--- src/rtl/lsu_pkg.sv ---
// lsu_pkg: shared definitions for the load/store unit slice.
// Latency: n/a (types, constants and pure helper functions only).
// Backpressure: n/a.
package lsu_pkg;

  // Default data memory depth in 32-bit words.
  localparam int MEM_WORDS_DEFAULT = 1024;

  // RV32I load/store funct3 width/sign codes.
  localparam logic [2:0] F3_B  = 3'b000;
  localparam logic [2:0] F3_H  = 3'b001;
  localparam logic [2:0] F3_W  = 3'b010;
  localparam logic [2:0] F3_BU = 3'b100;
  localparam logic [2:0] F3_HU = 3'b101;

  typedef enum logic [2:0] {
    IDLE     = 3'd0,
    LOAD     = 3'd1,
    RMW_READ = 3'd2,
    WRITE    = 3'd3,
    RESP     = 3'd4,
    ERR      = 3'd5
  } lsu_state_e;

  // Unsigned variants only make sense for loads; stores have no extension.
  function automatic logic f3_illegal(input logic is_store, input logic [2:0] f3);
    logic bad;
    bad = 1'b1;
    case (f3)
      F3_B, F3_H, F3_W: bad = 1'b0;
      F3_BU, F3_HU:     bad = is_store;
      default:          bad = 1'b1;
    endcase
    return bad;
  endfunction

  // Natural alignment check; bytes are always aligned.
  function automatic logic f3_misaligned(input logic [2:0] f3, input logic [1:0] lo);
    logic mis;
    mis = 1'b0;
    case (f3)
      F3_H, F3_HU: mis = lo[0];
      F3_W:        mis = (lo != 2'b00);
      default:     mis = 1'b0;
    endcase
    return mis;
  endfunction

endpackage

--- src/rtl/lsu_lane_ops.sv ---
// lsu_lane_ops: byte/half lane extraction with extension for loads, and
// lane merge into an existing word for sub-word stores.
// Latency: combinational. Backpressure: none.
// Ports: word_i (memory word), lane_i (addr[1:0]), funct3_i, wdata_i (store data)
//        -> load_data_o (extended load result), store_word_o (merged word).
import lsu_pkg::*;

module lsu_lane_ops (
  input  logic [31:0] word_i,
  input  logic [1:0]  lane_i,
  input  logic [2:0]  funct3_i,
  input  logic [31:0] wdata_i,
  output logic [31:0] load_data_o,
  output logic [31:0] store_word_o
);

  logic [31:0] shifted;
  logic [7:0]  byte_v;
  logic [15:0] half_v;

  always_comb begin
    shifted = word_i >> {lane_i, 3'b000};
    byte_v  = shifted[7:0];
    half_v  = lane_i[1] ? word_i[31:16] : word_i[15:0];

    load_data_o = word_i;
    case (funct3_i)
      F3_B:    load_data_o = {{24{byte_v[7]}}, byte_v};
      F3_BU:   load_data_o = {24'h0, byte_v};
      F3_H:    load_data_o = {{16{half_v[15]}}, half_v};
      F3_HU:   load_data_o = {16'h0, half_v};
      default: load_data_o = word_i;
    endcase

    // Only the addressed lane is replaced; the rest keeps memory contents.
    store_word_o = word_i;
    case (funct3_i)
      F3_B: store_word_o[{lane_i, 3'b000} +: 8] = wdata_i[7:0];
      F3_H: begin
        if (lane_i[1]) store_word_o[31:16] = wdata_i[15:0];
        else           store_word_o[15:0]  = wdata_i[15:0];
      end
      default: store_word_o = wdata_i;
    endcase
  end

endmodule

--- src/rtl/load_store_unit.sv ---
// load_store_unit: RV32I byte-addressed load/store front end for a
// word-addressed single-port memory (comb read, write on negedge).
// Latency: load 2, SW 2, SB/SH 3 (read-modify-write), error 1 cycle from accept.
// Backpressure: req_ready only in IDLE; one request in flight, never dropped.
// Ports: req_* CPU request handshake, resp_* one-cycle response pulse with
//        status flags, mem_* word memory interface driven from registered state.
import lsu_pkg::*;

module load_store_unit #(
  parameter int MEM_WORDS = MEM_WORDS_DEFAULT,
  parameter int ADDR_W    = 32
) (
  input  logic              clk,
  input  logic              reset,
  input  logic              req_valid,
  output logic              req_ready,
  input  logic              req_is_store,
  input  logic [2:0]        req_funct3,
  input  logic [ADDR_W-1:0] req_addr,
  input  logic [31:0]       req_wdata,
  output logic              resp_valid,
  output logic [31:0]       resp_rdata,
  output logic              resp_misaligned,
  output logic              resp_fault,
  output logic [ADDR_W-1:0] mem_addr,
  output logic              mem_write,
  output logic [31:0]       mem_wdata,
  input  logic [31:0]       mem_rdata
);

  // One bit wider than the address so the limit itself is representable.
  localparam logic [ADDR_W:0] ADDR_LIMIT = (ADDR_W + 1)'(4 * MEM_WORDS);

  lsu_state_e        state_q, state_d;
  logic [ADDR_W-1:0] addr_q, addr_d;
  logic [2:0]        f3_q, f3_d;
  logic [31:0]       wdata_q, wdata_d;
  logic              store_q, store_d;
  logic              mis_q, mis_d;
  logic              fault_q, fault_d;
  logic [31:0]       rdata_q, rdata_d;
  logic [31:0]       wbuf_q, wbuf_d;

  logic [31:0] load_data;
  logic [31:0] store_word;
  logic        req_fault;
  logic        req_mis;

  lsu_lane_ops u_lane_ops (
    .word_i       (mem_rdata),
    .lane_i       (addr_q[1:0]),
    .funct3_i     (f3_q),
    .wdata_i      (wdata_q),
    .load_data_o  (load_data),
    .store_word_o (store_word)
  );

  // Fault has priority: a faulting request never also reports misaligned.
  always_comb begin
    req_fault = f3_illegal(req_is_store, req_funct3) ||
                ({1'b0, req_addr} >= ADDR_LIMIT);
    req_mis   = !req_fault && f3_misaligned(req_funct3, req_addr[1:0]);
  end

  always_comb begin
    state_d = state_q;
    addr_d  = addr_q;
    f3_d    = f3_q;
    wdata_d = wdata_q;
    store_d = store_q;
    mis_d   = mis_q;
    fault_d = fault_q;
    rdata_d = rdata_q;
    wbuf_d  = wbuf_q;

    case (state_q)
      IDLE: begin
        if (req_valid) begin
          addr_d  = req_addr;
          f3_d    = req_funct3;
          wdata_d = req_wdata;
          store_d = req_is_store;
          mis_d   = req_mis;
          fault_d = req_fault;
          rdata_d = 32'h0;  // stores and errors respond with zero data
          if (req_fault || req_mis)   state_d = ERR;
          else if (!req_is_store)     state_d = LOAD;
          else if (req_funct3 == F3_W) state_d = WRITE;
          else                        state_d = RMW_READ;
        end
      end
      LOAD: begin
        rdata_d = load_data;
        state_d = RESP;
      end
      RMW_READ: begin
        wbuf_d  = store_word;
        state_d = WRITE;
      end
      WRITE:   state_d = RESP;
      RESP:    state_d = IDLE;
      ERR:     state_d = IDLE;
      default: state_d = IDLE;
    endcase
  end

  always_ff @(posedge clk or posedge reset) begin
    if (reset) begin
      state_q <= IDLE;
      addr_q  <= '0;
      f3_q    <= 3'b000;
      wdata_q <= 32'h0;
      store_q <= 1'b0;
      mis_q   <= 1'b0;
      fault_q <= 1'b0;
      rdata_q <= 32'h0;
      wbuf_q  <= 32'h0;
    end else begin
      state_q <= state_d;
      addr_q  <= addr_d;
      f3_q    <= f3_d;
      wdata_q <= wdata_d;
      store_q <= store_d;
      mis_q   <= mis_d;
      fault_q <= fault_d;
      rdata_q <= rdata_d;
      wbuf_q  <= wbuf_d;
    end
  end

  // All outputs decode registered state only, so memory-side signals are
  // stable across the negedge write strobe.
  always_comb begin
    req_ready       = (state_q == IDLE);
    resp_valid      = (state_q == RESP) || (state_q == ERR);
    resp_rdata      = (state_q == RESP) ? rdata_q : 32'h0;
    resp_misaligned = (state_q == ERR) && mis_q;
    resp_fault      = (state_q == ERR) && fault_q;
    mem_addr        = {2'b00, addr_q[ADDR_W-1:2]};
    mem_write       = (state_q == WRITE) && store_q;
    mem_wdata       = 32'h0;
    if (state_q == WRITE)
      mem_wdata = (f3_q == F3_W) ? wdata_q : wbuf_q;
  end

endmodule

--- config.mk ---
export PLATFORM = sky130hd
export DESIGN_NAME = load_store_unit
export DESIGN_NICKNAME = d
export VERILOG_FILES = /design/src/rtl/lsu_pkg.sv /design/src/rtl/lsu_lane_ops.sv /design/src/rtl/load_store_unit.sv
export SDC_FILE = /design/constraint.sdc
export NUM_CORES = 1
export LEC_CHECK = 0
export ABC_AREA = 1
export BUFFER_PORTS_ARGS = -buffer_cell sky130_fd_sc_hd__buf_2
export CORE_ASPECT_RATIO = 1.5
export CORE_UTILIZATION = 30
export CTS_CLUSTER_SIZE = 10
export DETAILED_ROUTE_END_ITERATION = 10
export GPL_TIMING_DRIVEN = 0
export PLACE_DENSITY = 0.58
export SLEW_MARGIN = 40
export SYNTH_ARGS = -nofsm -noshare
export SYNTH_HDL_FRONTEND = slang
export SYNTH_SLANG_ARGS = --single-unit
--- constraint.sdc ---
create_clock -name clk -period 6.11 [get_ports clk]
set_input_delay 0.611 -clock clk [delete_from_list [all_inputs] [get_ports clk]]
set_output_delay 0.611 -clock clk [all_outputs]
set_load 0.05 [all_outputs]
* Word-level counts from Yosys, hierarchy flattened
Index checks and enable logic that the tools add are counted.
W data, S select, Z words.
** Storage, ports and cells
- Latch bits :: 0
- Memory bits (writable) :: 0
- Flip-flop bits (word level) :: 137
- Bits of input ports :: 103
- Output and inout port bits :: 101
- Memories kept :: 0
- Bits in read-only memories :: 0
- Word-level logic and storage cells :: 65
** Cells by class
- Shifts and indexed selects :: 3
- Eq/ne operators :: 14
- Multiply operators :: 0
- Magnitude comparators :: 1
- Div/mod/pow operators :: 0
- Bitwise logic cells :: 0
- Add/sub/neg operators :: 1
- Reduce and logical (&&, ||, !) cells :: 19
- Multiplexer cells :: 18
** Operators with widths (count)
- $mux W32 :: 4
- $pmux W32 S2 :: 2
- $pmux W32 S4 :: 1
- $mux W16 :: 3
- $bwmux W32 :: 1
- $ge A32 B13 Y1 const B :: 1
- $shift A8 B7 Y32 const A :: 1
- $shiftx A8 B7 Y32 :: 1
- $shr A32 B5 Y8 :: 1
- $eq A3 B3 Y1 const B :: 6
- $eq A3 B2 Y1 const B :: 4
- $eq A3 B1 Y1 const B :: 3
- $logic_not A3 Y1 :: 3
- $pmux W3 S3 :: 1
- $neg A5 Y7 :: 1
- $mux W3 :: 2
- $reduce_or A2 Y1 :: 3
- $logic_and A1 B1 Y1 :: 4
- $pmux W1 S2 :: 2
- $reduce_and A2 Y1 :: 2
- $reduce_bool A2 Y1 :: 2
- $logic_or A1 B1 Y1 :: 3
- $reduce_or A3 Y1 :: 1
- $mux W2 :: 1
- 3 further kinds :: 3

* Depth between registers and ports, before layout
Gate-level depths: netlist (run 1).
- Word-level depth :: 10
- Gate-level depth with buffers :: 10
- Depth with buffers taken out :: 9

* Hierarchy
Synthesis (run 1) repeated with hierarchy kept, for this count alone.
** Unflattened totals
- Cell total of the unflattened synthesis :: 1319
- Area total of the unflattened synthesis :: 9001.1 um2
** By module, submodules not included
- load_store_unit :: area each 6642.6 um2, cells an instance 773, sequential area each 3428.3 um2, times used 1
- lsu_lane_ops :: area each 2358.5 um2, cells an instance 546, sequential area each 0.0 um2, times used 1

* Least setup slack after synthesis (run 1)
OpenSTA, ideal clock, no wires.
- Kind :: register -> output
- Start :: register f3_q[0]
- End :: output mem_wdata[10]
- Required time :: 5499 ps
- Path buffers :: 1
- Cell stages (with the launch flop) :: 5
- Slack :: 3256 ps
- Arrival time :: 2243 ps
- Cells stage by stage :: dfrtp_1 nor3_4 buf_2 nor2_1 a211oi_1
** Between the ends
- Longest elaborated chain between the ends :: 3
** RTL lines
- from (decl) :: RTL line load_store_unit.sv:36 : logic [2:0] f3_q, f3_d;
- from (signal assigned) :: RTL line load_store_unit.sv:111 : f3_q <= 3'b000;
- from (signal assigned) :: RTL line load_store_unit.sv:121 : f3_q <= f3_d;
- $eq A3 B2 Y1 :: RTL line load_store_unit.sv:143 : mem_wdata = (f3_q == F3_W) ? wdata_q : wbuf_q;
- $mux W32 :: RTL line load_store_unit.sv:143
- $mux W32 :: RTL line load_store_unit.sv:142 : if (state_q == WRITE)
- to (decl) :: RTL line load_store_unit.sv:27 : output logic [31:0] mem_wdata,
Every way passes these cells.

* Final worst setup path (run 1)
- Start :: register f3_q[0]
- End :: output mem_wdata[4]
Same word-level chain as after synthesis.

==> flow_summary.toml, run 1 <==
[status]
status = "finished, final reports clean"

[synth]
syn_area_sq_um = 7990
synth_mux_area_frac = 0
synth_compound_area_frac = 0.198
ys_seq_area_frac = 0.429
synthCells = 1098
synth_edf_count = 0
synthAdderAreaFrac = 0.00783
ys_warn_count = 0
synth_area_per_cell_sq_um = 7.28
async_reset_ff_frac = 1.00
synth_top_flop_cell = "dfrtp_1"
synth.distinct_cells = 40
synthSimpleGateAreaFrac = 0.230
synth_seq_cells = 137
synth_xor_area_frac = 0
synth_top_family_by_area = "simple AND/OR/NAND/NOR gates"

[min_path]
min_path_type = "in2async"

[setup_path]
crit_arrival_ps = 2580
r2r_cells = 8
crit_start = "f3_q[0]$_DFFE_PP0P_"
reg2reg_to = "wbuf_q[13]$_DFFE_PP0P_"
rr_startpoint = "addr_q[1]$_DFFE_PP0P_"
start_kind = "flop"
path_class = "reg2out"
critPathRequiredTime_ps = 5500
critPathCaptureType = "output pin"
crit_fanout = 10
r2r_setup_slack_ps = 3220

[power]
power_leakage_nw = 5.22
power_frac_comb = 0.519
clockPowerShare = 0.207
switching_share = 0.494
power.density_nw_per_um2 = 504
p_seq_frac = 0.274
intPower_mw = 2.57
ir_drop_uv = 272
finalPower_mw = 5.08
p_sw_mw = 2.51

[floorplanning]
start_util = 0.308
core_area_sq_um = 25900
die_w_um = 135
rows = 72
ioPinCount = 204
die_area_sq_um = 27300
die_y_um = 202

[routing]
routed_wl_um = 28900
drc = 0
num_vias = 7930
drt-initial-drc-count = 593
viasPerCell = 4.75
drt_first_pass_iters = 5
wire_per_inst_um = 17.3
antenna_left = 0

[clock_network]
ctsResizeCount = 0
h-tree-depth = 4
post_cts_buffers = 0
cts_buffers = 17
clk_pin_slew_worst_paths_ps = 60
clk_path_buf_depth = 2
cts_root_buf = "clkbuf_16"
insertion_delay_ps = 450
postCtsHoldBufs = 0
clock-sinks = 137
cts_tree = "done"

[timing]
finalMaxSlewViolations = 0
finClkSkew_ps = 8.34
hold_viol_final = 0
slew_headroom = 0.570
setup_violations = 0
tightest_slew_ps = 646
max_freq_mhz = 313
period_share = 0.523
min_period_ps = 3190
rsz0062_at_grt = "no"

[placed_design]
routabilityCongestion = 0.911
dp_cells = 1635
dpl.hpwl_um = 22900
placed_area_sq_um = 9480
port_buffers = 201

[cells_and_area]
fin_area_sq_um = 10100
area_delta_synth_final_pct = 26.0
final_cells = 1668
drive_gt1_frac = 0.250
multi_input_area_sq_um = 3490
nets = 1429
fin_util = 0.388
fillers = 2818
seqCellArea_sq_um = 3430

[grt]
grt_overflow_total = 0
grt_start_max_net_pins = 59
grt_pass1_vias = 8022
antenna_found_initial = 2
grt_pass1_wl_um = 44400
grt_use_total = 0.219

[job]
timing.max_cap.violations = 0
worst max-delay path by stage:
stage	endpoint
finish	mem_wdata[4]
global route	mem_wdata[13]
CTS	mem_wdata[13]
detailed placement	wbuf_q[15]$_DFFE_PP0P_
global placement	wdata_q[20]$_DFFE_PP0P_
floorplan	addr_q[0]$_DFFE_PP0P_
placed cells by master, fill, tap and decap left out, types with 6 or more instances in the layout:
cell type,netlist,layout
o21ai_1,6,6
o22ai_1,13,13
nand2_2,8,8
o211ai_1,10,10
a211oi_1,32,32
nand3_1,35,35
inv_2,6,6
o21ai_0,117,117
nor2_1,95,95
buf_2,24,225
clkbuf_16,0,17
dfrtp_1,137,137
clkbuf_1,19,20
nand2_1,299,299
buf_4,37,37
a21oi_1,80,80
clkinv_2,1,6
inv_1,131,130
stage by stage:
stage | TNS, ps | hold WS [ps] | setup slack, ps
2_1_floorplan | 0 | 449 | 1830
3_3_place_gp | -1400 | 465 | -25.4
3_5_place_dp | 0 | 466 | 3290
4_1_cts | 0 | 142 | 2910
5_1_grt | 0 | 157 | 2800
6_report | 0 | 135 | 2920
power by group through the flow:
| stage | sequential (mW) | combinational (mW) | clock [mW] |
|---|---|---|---|
| final | 1.39 | 2.64 | 1.05 |
| after global routing | 1.42 | 2.88 | 1.10 |
| after CTS | 1.39 | 2.65 | 1.07 |
| after detailed placement | 1.40 | 2.64 | 0 |
| after global placement | 1.40 | 2.62 | 0 |
| after floorplan | 1.34 | 1.93 | 0 |
cell usage after synthesis, types with 4 or more instances:
cell type | number | area, sq um
inv_2 | 6 | 22.5
o22ai_1 | 13 | 81.3
buf_4 | 37 | 278
clkbuf_1 | 19 | 71.3
o211ai_1 | 10 | 75.1
nand3_1 | 35 | 175
ha_1 | 5 | 62.6
dfrtp_1 | 137 | 3430
nand2_1 | 299 | 1120
o21ai_1 | 6 | 30.0
inv_1 | 131 | 492
nand2_4 | 4 | 45.0
a211oi_1 | 32 | 240
a21oi_1 | 80 | 400
buf_2 | 24 | 120
nor2_1 | 95 | 357
o21ai_0 | 117 | 586
o221ai_1 | 5 | 43.8
nand2_2 | 8 | 50.1
buf_6 | 4 | 45.0
flip-flops by register name, indices dropped and copies added (netlist names):
| name | cells |
|---|---|
| addr_q | 32 |
| f3_q | 3 |
| fault_q | 1 |
| mis_q | 1 |
| rdata_q | 32 |
| state_q | 3 |
| store_q | 1 |
| wbuf_q | 32 |
| wdata_q | 32 |
metal layers:
layer	vias to the layer above	track usage	part of all wire
met2	257	0.375	0.51
met5	-	0	0
met4	0	0.137	0.059
met3	88	0.0439	0.048
met1	3647	0.244	0.39
li1	3938	-	-
cell type report:
cell class	instances	share of cell area
Antenna cell	2	0.000497
Buffer	88	0.0541
Clock buffer	18	0.0426
Clock inverter	13	0.0154
Inverter	140	0.0538
Multi-Input combinational cell	734	0.346
Sequential cell	137	0.341
Tap cell	333	0.0414
Timing Repair Buffer	203	0.105
critical path, stage by stage (launching register included):
cell	delay (ps)
dfrtp_1	520
nor3_4	560
buf_2	360
nor2_1	60
a211oi_1	300
buf_2	330
logic make-up after synthesis:
logic type | Yosys count
DFF | 137
adders and majority gates | 5
buffers and inverters | 228
and+or+nand+nor | 453
other | 1
AOI/OAI and AO/OA | 274
Power figures use the tool's default switching activity.
==> run 2: changes to the inputs <==
Settings changed: PLACE_DENSITY 0.58 to 0.6.
Clock period 6.11 ns to 2.9 ns, I/O delays scaled along.
==> run 2 against run 1 <==
Compared with the run above:
- via count rose by 1.7%
- global-route usage hardly changed
- combinational power increased by 110%
- largest cell class unchanged
- critical path depth increased by 2
- highest routed layer unchanged
- clock power rose by 110%
- utilization increased by 0.43 points
- non-clock buffer count is 5 higher
- count of clock-buffer cells in the layout grew 1
- final cell count is 0.30% higher
==> flow_summary.toml, run 2 (synthesis gave the netlist of run 1 again) <==
[routing]
routed_wl_um = 29000
wire_per_inst_um = 17.3
drc = 0
num_vias = 8062
antenna_left = 0
drt_first_pass_iters = 5
viasPerCell = 4.82
drt-initial-drc-count = 492

[power]
p_seq_frac = 0.274
ir_drop_uv = 524
power.density_nw_per_um2 = 1050
finalPower_mw = 10.7
power_leakage_nw = 5.26
clockPowerShare = 0.207
p_sw_mw = 5.27
power_frac_comb = 0.520
switching_share = 0.492
intPower_mw = 5.45

[clock_network]
h-tree-depth = 4
insertion_delay_ps = 430
cts_root_buf = "clkbuf_16"
cts_tree = "done"
clk_path_buf_depth = 2
cts_buffers = 17
clock-sinks = 137
clk_pin_slew_worst_paths_ps = 60
ctsResizeCount = 0

[placed_design]
dpl.hpwl_um = 23100
dpl_worst_slack_ps = 23.5
port_buffers = 201
placed_area_sq_um = 9560
routabilityCongestion = 0.922

[timing]
hold_slack_ps = 53.9
finalMaxSlewViolations = 0
rsz0062_at_grt = "no"
setup_violations = 0
finClkSkew_ps = 10.6
max_freq_mhz = 370
slew_headroom = 0.567
hold_viol_final = 0
min_period_ps = 2700
period_share = 0.933
setup_ws_ps = 195
tightest_slew_ps = 649

[setup_path]
crit_fanout = 16
path_class = "reg2reg"
cp_slowest_stage_delay_ps = 510
crit_arrival_ps = 3060
cpMaxStageDelayCell = "dfrtp_1"
crit_path_frequent_cell = "a21oi_1"
crit_path_cell_trace = "inv_1, ha_1, clkbuf_1, nand3_1, o22ai_1, a21oi_1, a21oi_1"
critPathCaptureType = "flop"
critPathRequiredTime_ps = 3260
start_kind = "flop"

[cells_and_area]
layout_commonest_cell = "nand2_1"
nets = 1434
multi_input_area_sq_um = 3490
fin_area_sq_um = 10200
fillers = 2800
drive_gt1_frac = 0.252
fin_util = 0.392
area_delta_synth_final_pct = 27.4
seqCellArea_sq_um = 3430
mostFrequentLayoutCells = "nand2_1 (299), buf_2 (225), dfrtp_1 (137)"

[floorplanning]
die_area_sq_um = 27300
rows = 72
start_util = 0.308
core_area_sq_um = 25900
die_y_um = 202
die_w_um = 135
ioPinCount = 204

[job]
timing.max_cap.violations = 0

[grt]
grtUsageMet3 = 0.0314
grt_overflow_total = 0
grt_use_total = 0.219
use_met2 = 0.388
gr-usage-met1 = 0.247
antenna_found_initial = 2
top_usage_layer = "met2"
grt_pass1_wl_um = 44800
grt_pass1_vias = 8181
grt_start_max_net_pins = 25

[min_path]
min_path_type = "in2reg"

[status]
status = "finished, final reports clean"
-- run 2: worst paths after layout --
kind,from,to,slack [ps],cells after the start
min,req_addr[7],addr_q[7]$_DFFE_PP0P_,50,3
max,addr_q[1]$_DFFE_PP0P_,wbuf_q[15]$_DFFE_PP0P_,200,7
min in group asynchronous,reset,addr_q[16]$_DFFE_PP0P_,440,3
max in group asynchronous,reset,wdata_q[16]$_DFFE_PP0P_,1420,7
min reg2reg,addr_q[2]$_DFFE_PP0P_,addr_q[2]$_DFFE_PP0P_,480,2
max reg2reg,addr_q[1]$_DFFE_PP0P_,wbuf_q[15]$_DFFE_PP0P_,200,7
-- run 2: area by class of cell --
class / instances / share of cell area
multi-input combinational: 734 / 0.342
sequential: 137 / 0.337
timing repair buffer: 209 / 0.116
buffer: 87 / 0.0531
inverter: 140 / 0.0529
clock buffer: 19 / 0.0425
tap: 333 / 0.0409
clock inverter: 12 / 0.0150
antenna: 2 / 0.000492
-- run 2: worst max-delay path, delay by kind of cell (launching register included) --
kind | cells | cell delay (ps)
and+or+nand+nor | 1 | 460
adders and majority gates | 1 | 250
DFF | 1 | 510
buffers and inverters | 2 | 910
AOI/OAI and AO/OA | 3 | 500
-- run 2: stage by stage --
stage	instances	setup TNS [ps]
after floorplan	1099	0
after global placement	1633	-12840
after detailed placement	1639	0
after CTS	1671	0
after global routing	1673	0
final	1673	0
-- run 2: layer usage --
metal	up-vias	routed length, um
met1	3812	11500
met4	0	1240
met5	-	0
met3	71	1110
li1	3942	-
met2	237	15100
-- run 2: repair_timing --
item	in CTS	in global routing
setup buffers	0	1
hold buffers	1	0
endpoints found under the hold margin	17	0
endpoints found under the setup margin	0	18
-- run 2: power groups by stage --
stage | registers [mW] | logic, mW | clock network [mW]
after floorplan | 2.82 | 4.07 | 0
after global placement | 2.95 | 5.51 | 0
after detailed placement | 2.96 | 5.56 | 0
after CTS | 2.93 | 5.58 | 2.25
after global routing | 3.00 | 6.09 | 2.34
final | 2.93 | 5.57 | 2.22
==> run 3: changes to the inputs <==
==> constraint.sdc (replaced) <==
create_clock -name clk -period 2.9 [get_ports clk]
set_input_delay 0.145 -clock clk [delete_from_list [all_inputs] [get_ports clk]]
set_output_delay 0.145 -clock clk [all_outputs]
set_load 0.05 [all_outputs]
==> run 3 against run 2 <==
Compared with the run above:
- worst hold slack worse by 42 ps
- non-clock buffer count up 62
- cell area up 6.0%
- final cell count up 3.8%
- combinational power up 0.9%
- worst setup slack worse by 6.6 ps
- fmax down 0.24%
- die area unchanged
- count of clock-buffer cells in the layout unchanged
- global-route usage up 0.47 points
- register-to-register slack about the same
- sequential power about the same
- critical path type is now reg2out
- critical endpoint is now mem_wdata[1]
==> flow_summary.toml, run 3 (synthesis gave the netlist of run 1 again) <==
[setup_path]
reg2reg_to = "wbuf_q[15]$_DFFE_PP0P_"
rr_startpoint = "addr_q[1]$_DFFE_PP0P_"
critPathRequiredTime_ps = 2760
crit_arrival_ps = 2570
start_kind = "flop"
crit_start = "f3_q[0]$_DFFE_PP0P_"
critPathCaptureType = "output pin"
r2r_cells = 7
path_class = "reg2out"
crit_fanout = 10
r2r_setup_slack_ps = 190

[routing]
routed_wl_um = 29600
drt_first_pass_iters = 5
drt-initial-drc-count = 506
drc = 0
num_vias = 8378
antenna_left = 0
wire_per_inst_um = 17.1
viasPerCell = 4.83

[floorplanning]
core_area_sq_um = 25900
rows = 72
die_y_um = 202
die_area_sq_um = 27300
die_w_um = 135
ioPinCount = 204
start_util = 0.308

[power]
power.density_nw_per_um2 = 998
ir_drop_uv = 523
power_leakage_nw = 5.52

[clock_network]
cts_root_buf = "clkbuf_16"
insertion_delay_ps = 430
clock-sinks = 137
cts_tree = "done"
h-tree-depth = 4
clk_path_buf_depth = 2
clk_pin_slew_worst_paths_ps = 60
cts_buffers = 17

[timing]
finalMaxSlewViolations = 0
tightest_slew_ps = 653
max_freq_mhz = 369
setup_ws_ps = 189
min_period_ps = 2710
rsz0062_at_grt = "no"
period_share = 0.935
hold_viol_final = 0
setup_violations = 0
finClkSkew_ps = 10.6
slew_headroom = 0.565
hold_slack_ps = 11.8

[job]
timing.max_cap.violations = 0

[min_path]
hold_path_depth = 3
whs_endpoint = "addr_q[18]$_DFFE_PP0P_"
min_from = "req_addr[18]"
min_path_type = "in2reg"

[placed_design]
port_buffers = 201
routabilityCongestion = 0.922
placed_area_sq_um = 9560
dpl.hpwl_um = 23100
dpl_worst_slack_ps = 23.5
dp_cells = 1639

[cells_and_area]
area_delta_synth_final_pct = 35.1
layout_commonest_cell = "nand2_1"
drive_gt1_frac = 0.240
fin_area_sq_um = 10800
mostFrequentLayoutCells = "nand2_1 (299), buf_2 (225), dfrtp_1 (137)"
final_cells = 1736
nets = 1496

[grt]
antenna_found_initial = 3
grt_overflow_total = 0
grt_start_max_net_pins = 25
grt_pass1_vias = 8441
grt_use_total = 0.224
grt_pass1_wl_um = 45900

[status]
status = "finished, final reports clean"
==> run 3: metrics by stage <==
step                      utilization  setup TNS, ps  power, mW
final                           0.416              0       10.8
after global routing            0.416              0       11.5
after detailed placement        0.369              0       8.52
after CTS                       0.416              0       10.8
after floorplan                     -              0       6.88
after global placement          0.363          -7.24       8.45
==> run 3: how the worst max path moves through the flow <==
stage,endpoint,slack [ps],cells past startpoint
6_report,mem_wdata[1],190,4
3_5_place_dp,wbuf_q[15]$_DFFE_PP0P_,20,8
4_1_cts,wbuf_q[15]$_DFFE_PP0P_,3,8
2_1_floorplan,mem_wdata[10],510,4
3_3_place_gp,wbuf_q[15]$_DFFE_PP0P_,-7,8
5_1_grt,wbuf_q[8]$_DFFE_PP0P_,10,7
==> run 3: per-layer routing <==
metal  track usage  share of wire  up-vias
li1              -              -     4072
met1         0.252           0.39     3947
met2         0.396           0.52      268
met3        0.0319          0.038       91
met4         0.131          0.051        0
met5             0              0        -
==> run 3: repair_timing <==
item / in CTS / in global routing
hold buffers: 64 / 0
hold endpoints to repair: 81 / 0
endpoints found under the setup margin: 0 / 8
setup buffers: 0 / 0
gates resized for setup: 0 / 0
==> run 3: layout make-up <==
class                   count  area, sq um
fillers                  2739        15200
multi-input cells         734         3490
repair buffers            271         1790
clock buffers              19          433
inverters                 140          538
plain buffers              87          541
diodes                      3         7.51
clock inverters            12          153
well taps                 333          417
flip-flops and latches    137         3430
==> run 3: critical path, stage by stage, from the launching register on <==
cell and delay, ps:
dfrtp_1 520, nor3_4 570, clkbuf_1 540, a211oi_1 230, buf_2 270
==> run 3: power by group <==
| part | internal [mW] | leakage, nW | switching, mW |
|---|---|---|---|
| sequential | 2.51 | 1.64 | 0.419 |
| combinational | 1.62 | 3.60 | 4.00 |
| clock | 1.34 | 0.275 | 0.869 |
